--- config.mk ---
export PLATFORM = sky130hd
export DESIGN_NAME = dmem_arbiter_flat
export DESIGN_NICKNAME = d
export VERILOG_FILES = /design/src/rtl/dmem_arbiter_if.sv /design/src/rtl/dmem_arbiter.sv /design/src/flat_wrapper.sv
export SDC_FILE = /design/constraint.sdc
export NUM_CORES = 1
export LEC_CHECK = 0
export CORE_UTILIZATION = 29
export DETAILED_ROUTE_END_ITERATION = 16
export PLACE_DENSITY = 0.95
export SETUP_SLACK_MARGIN = 0.1
export SLEW_MARGIN = 20
export SYNTH_ARGS = -nofsm -noshare
export SYNTH_HDL_FRONTEND = slang
export SYNTH_SLANG_ARGS = --single-unit
--- constraint.sdc ---
create_clock -name clk -period 4.5 [get_ports clk]
set_input_delay 1.35 -clock clk [delete_from_list [all_inputs] [get_ports clk]]
set_output_delay 1.35 -clock clk [all_outputs]
set_load 0.005 [all_outputs]
--- src/rtl/dmem_arbiter_if.sv ---
// ----------------------------------------------------------------------------
// dmem_arbiter_if
// Request/response bundle for one requester of the shared data memory.
//   req    : access request, level, held until granted
//   addr   : byte address
//   wen    : 1 = write, 0 = read
//   byt    : 1 = byte access, 0 = word access
//   wdata  : write data (byte data in [7:0])
//   gnt    : request accepted this cycle
//   rvalid : read data valid, one cycle after a granted read
//   rdata  : read data, meaningful only while rvalid is high
// master : requester side, slave : arbiter side.
// ----------------------------------------------------------------------------
interface dmem_arbiter_if #(
  parameter int AW = 14
) ();
  logic          req;
  logic [AW-1:0] addr;
  logic          wen;
  logic          byt;
  logic [15:0]   wdata;
  logic          gnt;
  logic          rvalid;
  logic [15:0]   rdata;

  modport master (
    output req, addr, wen, byt, wdata,
    input  gnt, rvalid, rdata
  );

  modport slave (
    input  req, addr, wen, byt, wdata,
    output gnt, rvalid, rdata
  );
endinterface

--- src/rtl/dmem_arbiter.sv ---
// ----------------------------------------------------------------------------
// dmem_arbiter
// Shares a single-port data memory (registered one-cycle read) between
// port 0 (CPU data port) and port 1 (debug/loader port). Port 0 normally
// wins contention; after MAX_CONSEC consecutive port-0 wins while port 1
// waits, port 1 is granted. Writes are byte-lane steered, read data is
// routed back to the owner one cycle after the grant.
// Ports:
//   clk, rst_n      : clock (rising edge), asynchronous active-low reset
//   m0, m1          : requester bundles (slave side of dmem_arbiter_if)
//   mem_addr_o      : memory byte address
//   mem_wen_o       : memory write enable
//   mem_byt_o       : memory byte access
//   mem_wdata_o     : memory write data
//   mem_rdata_i     : memory read data (valid one cycle after address)
// ----------------------------------------------------------------------------
module dmem_arbiter #(
  parameter int AW         = 14,
  parameter int MAX_CONSEC = 4
) (
  input  logic          clk,
  input  logic          rst_n,
  dmem_arbiter_if.slave m0,
  dmem_arbiter_if.slave m1,
  output logic [AW-1:0] mem_addr_o,
  output logic          mem_wen_o,
  output logic          mem_byt_o,
  output logic [15:0]   mem_wdata_o,
  input  logic [15:0]   mem_rdata_i
);

  localparam logic [3:0] CNT_MAX = 4'(MAX_CONSEC);

  logic [3:0]  cnt_q, cnt_d;
  logic        rd_vld_q, rd_vld_d;
  logic        owner_q, owner_d;
  logic        byt_q, byt_d;
  logic        lsb_q, lsb_d;
  logic        gnt0, gnt1;
  logic [15:0] wdata_sel;
  logic [15:0] rdata_steer;

  // Arbitration depends only on requests and the registered counter, so
  // there is no path from mem_rdata_i to either grant.
  always_comb begin
    gnt1 = m1.req && (!m0.req || (cnt_q == CNT_MAX));
    gnt0 = m0.req && !gnt1;
  end

  assign m0.gnt = gnt0;
  assign m1.gnt = gnt1;

  // Counts port-0 wins while port 1 is waiting; any port-1 grant or a cycle
  // without a port-1 request ends the starvation window.
  always_comb begin
    cnt_d = cnt_q;
    if (!m1.req || gnt1) begin
      cnt_d = '0;
    end else if (gnt0 && (cnt_q != CNT_MAX)) begin
      cnt_d = cnt_q + 4'd1;
    end
  end

  // Memory drive: port 1 only when granted, otherwise port 0 fields
  // (this also covers the idle case).
  always_comb begin
    if (gnt1) begin
      mem_addr_o = m1.addr;
      mem_byt_o  = m1.byt;
      wdata_sel  = m1.wdata;
    end else begin
      mem_addr_o = m0.addr;
      mem_byt_o  = m0.byt;
      wdata_sel  = m0.wdata;
    end
  end

  // Write enable is held off during reset even though grants still follow
  // the requests.
  assign mem_wen_o   = rst_n && ((gnt0 && m0.wen) || (gnt1 && m1.wen));
  // Byte writes replicate the byte on both lanes; the memory picks the lane
  // from addr[0].
  assign mem_wdata_o = mem_byt_o ? {wdata_sel[7:0], wdata_sel[7:0]} : wdata_sel;

  // Capture read context on a granted read; hold it otherwise.
  always_comb begin
    rd_vld_d = (gnt0 && !m0.wen) || (gnt1 && !m1.wen);
    owner_d  = owner_q;
    byt_d    = byt_q;
    lsb_d    = lsb_q;
    if (rd_vld_d) begin
      owner_d = gnt1;
      byt_d   = mem_byt_o;
      lsb_d   = mem_addr_o[0];
    end
  end

  always_ff @(posedge clk or negedge rst_n) begin
    if (!rst_n) begin
      cnt_q    <= '0;
      rd_vld_q <= 1'b0;
      owner_q  <= 1'b0;
      byt_q    <= 1'b0;
      lsb_q    <= 1'b0;
    end else begin
      cnt_q    <= cnt_d;
      rd_vld_q <= rd_vld_d;
      owner_q  <= owner_d;
      byt_q    <= byt_d;
      lsb_q    <= lsb_d;
    end
  end

  // Word reads pass through untouched (misaligned words included); byte
  // reads select the lane recorded at grant time and zero-extend.
  always_comb begin
    if (!byt_q) begin
      rdata_steer = mem_rdata_i;
    end else if (lsb_q) begin
      rdata_steer = {8'h00, mem_rdata_i[15:8]};
    end else begin
      rdata_steer = {8'h00, mem_rdata_i[7:0]};
    end
  end

  assign m0.rdata  = rdata_steer;
  assign m1.rdata  = rdata_steer;
  assign m0.rvalid = rd_vld_q && !owner_q;
  assign m1.rvalid = rd_vld_q && owner_q;

endmodule

--- src/flat_wrapper.sv ---
// flat-port wrapper written by rule: the top's interface ports become plain ports
module dmem_arbiter_flat 
#(
  parameter int AW         = 14,
  parameter int MAX_CONSEC = 4
)
  (clk, rst_n, mem_addr_o, mem_wen_o, mem_byt_o, mem_wdata_o, mem_rdata_i, m0_req, m0_addr, m0_wen, m0_byt, m0_wdata, m0_gnt, m0_rvalid, m0_rdata, m1_req, m1_addr, m1_wen, m1_byt, m1_wdata, m1_gnt, m1_rvalid, m1_rdata);
  dmem_arbiter_if #(.AW(AW)) m0_i ();
  dmem_arbiter_if #(.AW(AW)) m1_i ();
  input  logic clk;
  input  logic rst_n;
  output logic [AW-1:0] mem_addr_o;
  output logic mem_wen_o;
  output logic mem_byt_o;
  output logic [15:0] mem_wdata_o;
  input  logic [15:0] mem_rdata_i;
  input wire logic [$bits(m0_i.req)-1:0] m0_req;
  input wire logic [$bits(m0_i.addr)-1:0] m0_addr;
  input wire logic [$bits(m0_i.wen)-1:0] m0_wen;
  input wire logic [$bits(m0_i.byt)-1:0] m0_byt;
  input wire logic [$bits(m0_i.wdata)-1:0] m0_wdata;
  output wire logic [$bits(m0_i.gnt)-1:0] m0_gnt;
  output wire logic [$bits(m0_i.rvalid)-1:0] m0_rvalid;
  output wire logic [$bits(m0_i.rdata)-1:0] m0_rdata;
  input wire logic [$bits(m1_i.req)-1:0] m1_req;
  input wire logic [$bits(m1_i.addr)-1:0] m1_addr;
  input wire logic [$bits(m1_i.wen)-1:0] m1_wen;
  input wire logic [$bits(m1_i.byt)-1:0] m1_byt;
  input wire logic [$bits(m1_i.wdata)-1:0] m1_wdata;
  output wire logic [$bits(m1_i.gnt)-1:0] m1_gnt;
  output wire logic [$bits(m1_i.rvalid)-1:0] m1_rvalid;
  output wire logic [$bits(m1_i.rdata)-1:0] m1_rdata;
  assign m0_i.req = m0_req;
  assign m0_i.addr = m0_addr;
  assign m0_i.wen = m0_wen;
  assign m0_i.byt = m0_byt;
  assign m0_i.wdata = m0_wdata;
  assign m0_gnt = m0_i.gnt;
  assign m0_rvalid = m0_i.rvalid;
  assign m0_rdata = m0_i.rdata;
  assign m1_i.req = m1_req;
  assign m1_i.addr = m1_addr;
  assign m1_i.wen = m1_wen;
  assign m1_i.byt = m1_byt;
  assign m1_i.wdata = m1_wdata;
  assign m1_gnt = m1_i.gnt;
  assign m1_rvalid = m1_i.rvalid;
  assign m1_rdata = m1_i.rdata;
  dmem_arbiter #(.AW(AW), .MAX_CONSEC(MAX_CONSEC)) u_core (.clk(clk), .rst_n(rst_n), .m0(m0_i), .m1(m1_i), .mem_addr_o(mem_addr_o), .mem_wen_o(mem_wen_o), .mem_byt_o(mem_byt_o), .mem_wdata_o(mem_wdata_o), .mem_rdata_i(mem_rdata_i));
endmodule
==> impl_metrics.tcl, run 1 <==
set metrics [dict create \
    overflow 0 \
    drv_slew 0 \
    syn_inst 137 \
    worstPathArrival_ns 3.05 \
    holdCritPathClass "register to register" \
    holdPathStages 1 \
    h-tree-depth 1 \
    gp_congestion 0.7290 \
    grt_max_degree 46 \
    clock_path_buffers 2 \
    fmax_mhz 227.5 \
    tritoncts "yes" \
    ys_seq_area_share_pct 16.19 \
    postSynthAreaPerCell_um2 9.023 \
    ff2ff_path_depth 8 \
    skew_ns 0.001346 \
    hold_buffers 0 \
    ios 152 \
    seq_power_share_pct 17.8 \
    swShare_pct 26.66 \
    post_synth_instance_area_um2 1236 \
    status "finished clean" \
    clkTransAtPathRegs_ns 0.04 \
    endpoint_kind "output port" \
    initial_utilization_pct 30.47 \
    synth_nets 223 \
    die_w_um 67.29 \
    synthToLayoutAreaGrowth_pct 137.8 \
    crit_path_cell_trace "clkdlybuf4s50_1 -> a21boi_4 -> buf_12 -> clkbuf_16 -> a211oi_2 -> a21oi_1 -> clkdlybuf4s50_1" \
    finalSetupTns_ns 0 \
    postPlaceCellArea_um2 2708 \
    grt_pass1_wl_um 6789 \
    antenna_found_initial 0 \
    cts_root_buf "clkbuf_8" \
    first_pass_iters 4 \
    leakage_uw 0.001396 \
    hold_violations 0 \
    power.switching_uw 126.4 \
    setup_viol 0 \
    fp.coreArea_um2 4058 \
    numPlacedInstances 322 \
    drive_above_1_share_pct 18.79 \
    rsz0062_at_grt "false" \
    combPwrFrac_pct 64.4 \
    required_ns 3.15 \
    fin_nets 370 \
    cts_made_buffers 3 \
    nFillCells 328 \
    clk_latency_ns 0.22 \
    startpoint_type "input port" \
    post-route-min-period_ns 4.396 \
    drtIter0Drc 37 \
    cts_sinks 8 \
    grtUsageTotal_pct 19.80 \
    cpMostUsedCell "clkdlybuf4s50_1" \
    vias 1567 \
    fin_area_um2 2939 \
    peakVddDrop_v 0.0001174 \
    critPathMaxStageDelay_ns 0.52 \
    p_clk_share_pct 17.8 \
    final_cell_mix "122 x clkdlybuf4s50_1, 30 x mux2_2, 29 x dlymetal6s2s_1, 18 x nor2b_1" \
    drc 0 \
    wl_per_cell_um 15.45 \
    stdcell_count 332 \
    num_antenna_cells 0 \
    crit_type "input port to output port" \
    cp_max_fo 11 \
    grt_pass1_vias 1499 \
    port_buffers 151 \
    period_share_pct 97.69 \
    ant_nets 0 \
    wl_um 5130 \
    synth-seq-cells 8 \
    yosys_warnings 0 \
    max_slew_margin_pct 75.77 \
    die-area_um2 4528 \
    drv_cap 0 \
    hold_slack_ns 0.5045 \
    num_rows 23 \
    p_int_uw 347.7 \
    ys_types 27 \
    power_density_nw_per_um2 161.3 \
    die_h_um 67.29 \
    viasPerCell 4.720 \
    mostFrequentLayoutCell "clkdlybuf4s50_1" \
    dpl.hpwl_um 3913 \
    timing_worst_slew_pin_value_ns 0.3626 \
    crit_slowest_cell "clkdlybuf4s50_1" \
]
## repair_timing
action	CTS	global route
gates resized for setup	0	31
setup buffers	0	3
setup endpoints to repair	23	31
gates cloned	0	4
## Yosys cell counts
cell type / instances / area share (%)
a211oi_1: 8 / 4.9
a21boi_2: 1 / 0.91
a21boi_4: 1 / 1.5
a21oi_1: 8 / 3.2
a221oi_2: 2 / 2.4
a22o_1: 1 / 0.71
a32oi_1: 1 / 0.71
and2_1: 2 / 1.0
buf_1: 1 / 0.30
buf_2: 2 / 0.81
buf_4: 17 / 10
buf_6: 2 / 1.8
clkbuf_1: 1 / 0.30
dfrtp_1: 8 / 16
ha_1: 2 / 2.0
inv_1: 7 / 2.1
mux2_1: 1 / 0.91
mux2_2: 30 / 27
mux2i_1: 8 / 6.5
nand2_1: 1 / 0.30
nand3_1: 2 / 0.81
nand3b_1: 2 / 1.2
nand4b_1: 1 / 0.71
nor2_1: 8 / 2.4
nor2b_1: 18 / 9.1
xnor2_1: 1 / 0.71
xor2_1: 1 / 0.71
## final cells by class
| class | count | area, um^2 | area share (%) |
|---|---|---|---|
| repair buffers | 165 | 1757 | 59.77 |
| multi-input cells | 99 | 852.1 | 28.99 |
| flip-flops and latches | 8 | 200.2 | 6.811 |
| well taps | 50 | 62.56 | 2.129 |
| clock buffers | 3 | 41.29 | 1.405 |
| inverters | 7 | 26.28 | 0.8940 |
## through the flow
stage | power (uW) | utilization (%) | worst slack (ns)
floorplan | 198.0 | - | 1.011
global placement | 378.5 | 66.73 | 0.04116
detailed placement | 384.1 | 66.73 | 0.02673
CTS | 472.3 | 67.75 | 0.02233
global route | 505.1 | 72.43 | 0.03552
finish | 474.0 | 72.43 | 0.1039
## routing by layer
layer	routed length (um)	share of wire [%]	vias to the layer above	global-route usage, %
li1	-	-	763	-
met1	1827	36	706	20.89
met2	2807	55	94	38.13
met3	431	8.4	4	4.561
met4	64	1.2	0	6.117
met5	0	0	-	0
## registers in the layout, summed over array words and instances, names as in the netlist
signal,flops
u_core.byt_q,1
u_core.owner_q,1
u_core.lsb_q,1
u_core.rd_vld_q,1
u_core.cnt_q,4
## path summary, 6_finish.rpt
path	start	endpoint	slack [ns]
min reg2reg	u_core.cnt_q[0]$_DFFE_PN0P_	u_core.cnt_q[0]$_DFFE_PN0P_	0.50
max in group asynchronous	rst_n	u_core.cnt_q[1]$_DFFE_PN0P_	2.95
min	u_core.cnt_q[0]$_DFFE_PN0P_	u_core.cnt_q[0]$_DFFE_PN0P_	0.50
max	m1_req	mem_wdata_o[15]	0.10
max reg2reg	u_core.cnt_q[0]$_DFFE_PN0P_	u_core.lsb_q$_DFFE_PN0P_	2.72
min in group asynchronous	rst_n	u_core.lsb_q$_DFFE_PN0P_	1.42
## critical path, delay by kind of cell
kind | cells | cell delay [ns]
buffers and inverters | 4 | 1.31
AO/OA/AOI/OAI | 3 | 0.39
## logic make-up after synthesis
family                   Yosys count  synth area share (%)
multiplexers                      39                 34.72
adder cells (fa/ha/maj)            2                 2.024
AO/OA/AOI/OAI                     22                 14.37
XOR/XNOR                           2                 1.417
AND/OR/NAND/NOR                   34                 15.59
buffers and inverters             30                 15.69
flip-flops                         8                 16.19
## power groups by stage
stage,Sequential (uW),Clock [uW],Combinational [uW]
2_1_floorplan,80.4,0,118
3_5_place_dp,85.2,0,299
5_1_grt,84.8,91.0,329
6_report,84.3,84.4,305
4_1_cts,84.3,87.4,301
3_3_place_gp,84.8,0,294
No activity file was read; power rests on OpenSTA's default activity.
==> run 2: changes to the inputs <==
Settings changed: CELL_PAD_IN_SITES_DETAIL_PLACEMENT set to 1, CELL_PAD_IN_SITES_GLOBAL_PLACEMENT set to 2, CORE_UTILIZATION 29 to 13, PLACE_DENSITY 0.95 to 0.93.
==> run 2 against run 1 <==
Register-to-register slack got worse by 0.02 ns. Design area up 3.7%. Clock power is 0.9% lower. Worst setup slack worse by 0.035 ns. Utilization shrank 39 points. Die area increased by 120%. Power rose by 0.29%. Fmax shrank 0.78%. Wire length increased by 15%. Combinational power about the same. First-iteration DRC count fell by 32%. Largest cell class unchanged. Largest power group unchanged.
==> impl_metrics.tcl, run 2 (synthesis results as in run 1) <==
set metrics [dict create \
    synthToLayoutAreaGrowth_pct 146.7 \
    skew_ns 0.002258 \
    wl_um 5895 \
    fp.coreArea_um2 9240 \
    critPathMaxStageDelay_ns 0.48 \
    mostFrequentLayoutCell "clkdlybuf4s50_1" \
    peakVddDrop_v 0.00008118 \
    gp_congestion 0.7161 \
    timing_worst_slew_pin_value_ns 0.3491 \
    holdPathStages 1 \
    max_slew_margin_pct 76.73 \
    cts_made_buffers 3 \
    grt_max_degree 39 \
    setup_viol 0 \
    hold_slack_ns 0.4897 \
    path_buf_inv 6 \
    die-area_um2 9903 \
    clkTransAtPathRegs_ns 0.04 \
    num_antenna_cells 0 \
    required_ns 3.15 \
    finalSetupTns_ns 0 \
    drc 0 \
    antenna_found_initial 0 \
    viasPerCell 3.913 \
    crit_path_cell_trace "clkdlybuf4s50_1 -> a21boi_4 -> buf_12 -> buf_4 -> clkbuf_16 -> buf_4 -> mux2_2 -> dlymetal6s2s_1" \
    leakage_uw 0.001425 \
    cpMostUsedCell "buf_4" \
    crit_type "input port to output port" \
    cts_sinks 8 \
    holdCritPathClass "register to register" \
    largest_reg_flops 4 \
    clk_latency_ns 0.22 \
    wl_per_cell_um 14.31 \
    clock_path_buffers 2 \
    drv_cap 0 \
    cpLargestDelayFamily "buffers and inverters" \
    ios 152 \
    grt_pass1_wl_um 7866 \
    first_pass_iters 2 \
    r2r-end "u_core.lsb_q$_DFFE_PN0P_" \
    fmax_mhz 225.7 \
    grtUsageTotal_pct 9.838 \
    period_share_pct 98.46 \
    num_rows 35 \
    die_h_um 99.52 \
    ff2ff_path_depth 8 \
    ant_nets 0 \
    hold_violations 0 \
    min_from "u_core.cnt_q[0]$_DFFE_PN0P_" \
    dpl.hpwl_um 4454 \
    min_to "u_core.cnt_q[0]$_DFFE_PN0P_" \
    finalPower_uw 475.4 \
    fin_nets 371 \
    stdcell_count 412 \
    status "finished clean" \
    grt_pass1_vias 1640 \
    startpoint_type "input port" \
    final_cell_mix "120 x clkdlybuf4s50_1, 31 x dlymetal6s2s_1, 30 x mux2_2, 18 x nor2b_1" \
    drive_above_1_share_pct 18.73 \
    dp_worst_setup_slack_ns 0.01595 \
    regMostFlops "u_core.cnt_q" \
    r2r-start "u_core.cnt_q[0]$_DFFE_PN0P_" \
    drv_slew 0 \
    h-tree-depth 1 \
    die_w_um 99.52 \
    worstPathArrival_ns 3.08 \
    initial_utilization_pct 13.38 \
    post-route-min-period_ns 4.431 \
    port_buffers 151 \
    crit_slowest_cell "clkdlybuf4s50_1" \
    numPlacedInstances 401 \
    endpoint_kind "output port" \
    worst_slack_ns 0.06930 \
    power_density_nw_per_um2 155.9 \
    reg2reg_slack_ns 2.70 \
    cp_max_fo 6 \
    cts_root_buf "clkbuf_8" \
    drtIter0Drc 25 \
    rsz0062_at_grt "true" \
    vias 1612 \
    overflow 0 \
    tritoncts "yes" \
]
[run 2: changes by cell type in the layout (fill, tap and decap cells not counted), sizes merged]
| cell | before | now |
|---|---|---|
| buf | 12 | 13 |
| clkdlybuf4s50 | 122 | 120 |
| dlymetal6s2s | 29 | 31 |
[run 2: worst max path at each step]
| stage | start | to | slack (ns) | cells after the start |
|---|---|---|---|---|
| floorplan | m1_req | mem_addr_o[10] | 1.01 | 3 |
| global placement | m1_req | mem_wdata_o[0] | 0.03 | 5 |
| detailed placement | m1_req | mem_wdata_o[0] | 0.02 | 5 |
| CTS | m1_req | mem_wdata_o[0] | 0.01 | 5 |
| global route | m1_req | mem_addr_o[6] | 0.01 | 8 |
| finish | m1_req | mem_addr_o[6] | 0.07 | 8 |
[run 2: layout make-up]
type / instances / area, um^2
Tap cell: 129 / 161.4
Clock buffer: 3 / 41.29
Multi-Input combinational cell: 99 / 847.1
Inverter: 7 / 26.28
Fill cell: 1056 / 6191
Sequential cell: 8 / 200.2
Timing Repair Buffer: 166 / 1773
[run 2: repair_timing]
action                                  CTS  global route
pin swaps                                 0             0
buffers inserted                          0             4
gates cloned                              0             4
hold buffers                              0             0
gates resized for setup                   0            33
endpoints found under the setup margin   23            31
hold endpoints to repair                  0             0
[run 2: stage by stage]
| stage | util [%] | area (um^2) |
|---|---|---|
| floorplan | - | 1236 |
| global placement | 30.37 | 2806 |
| detailed placement | 30.37 | 2806 |
| CTS | 30.82 | 2848 |
| global route | 33.00 | 3049 |
| finish | 33.00 | 3049 |
[run 2: routing by layer]
| layer | global-route usage [%] | up-vias | part of all wire (%) |
|---|---|---|---|
| met5 | 0 | - | 0 |
| li1 | - | 763 | - |
| met1 | 9.723 | 761 | 35 |
| met4 | 2.149 | 0 | 0.27 |
| met2 | 20.35 | 86 | 57 |
| met3 | 2.319 | 2 | 7.9 |
[run 2: where the power goes]
part           total [uW]  leakage, uW  switching (uW)  internal (uW)
registers            84.6     0.000102            7.11           77.5
clock network        83.6    0.0000216            25.8           57.7
logic                 307      0.00130            94.9            212
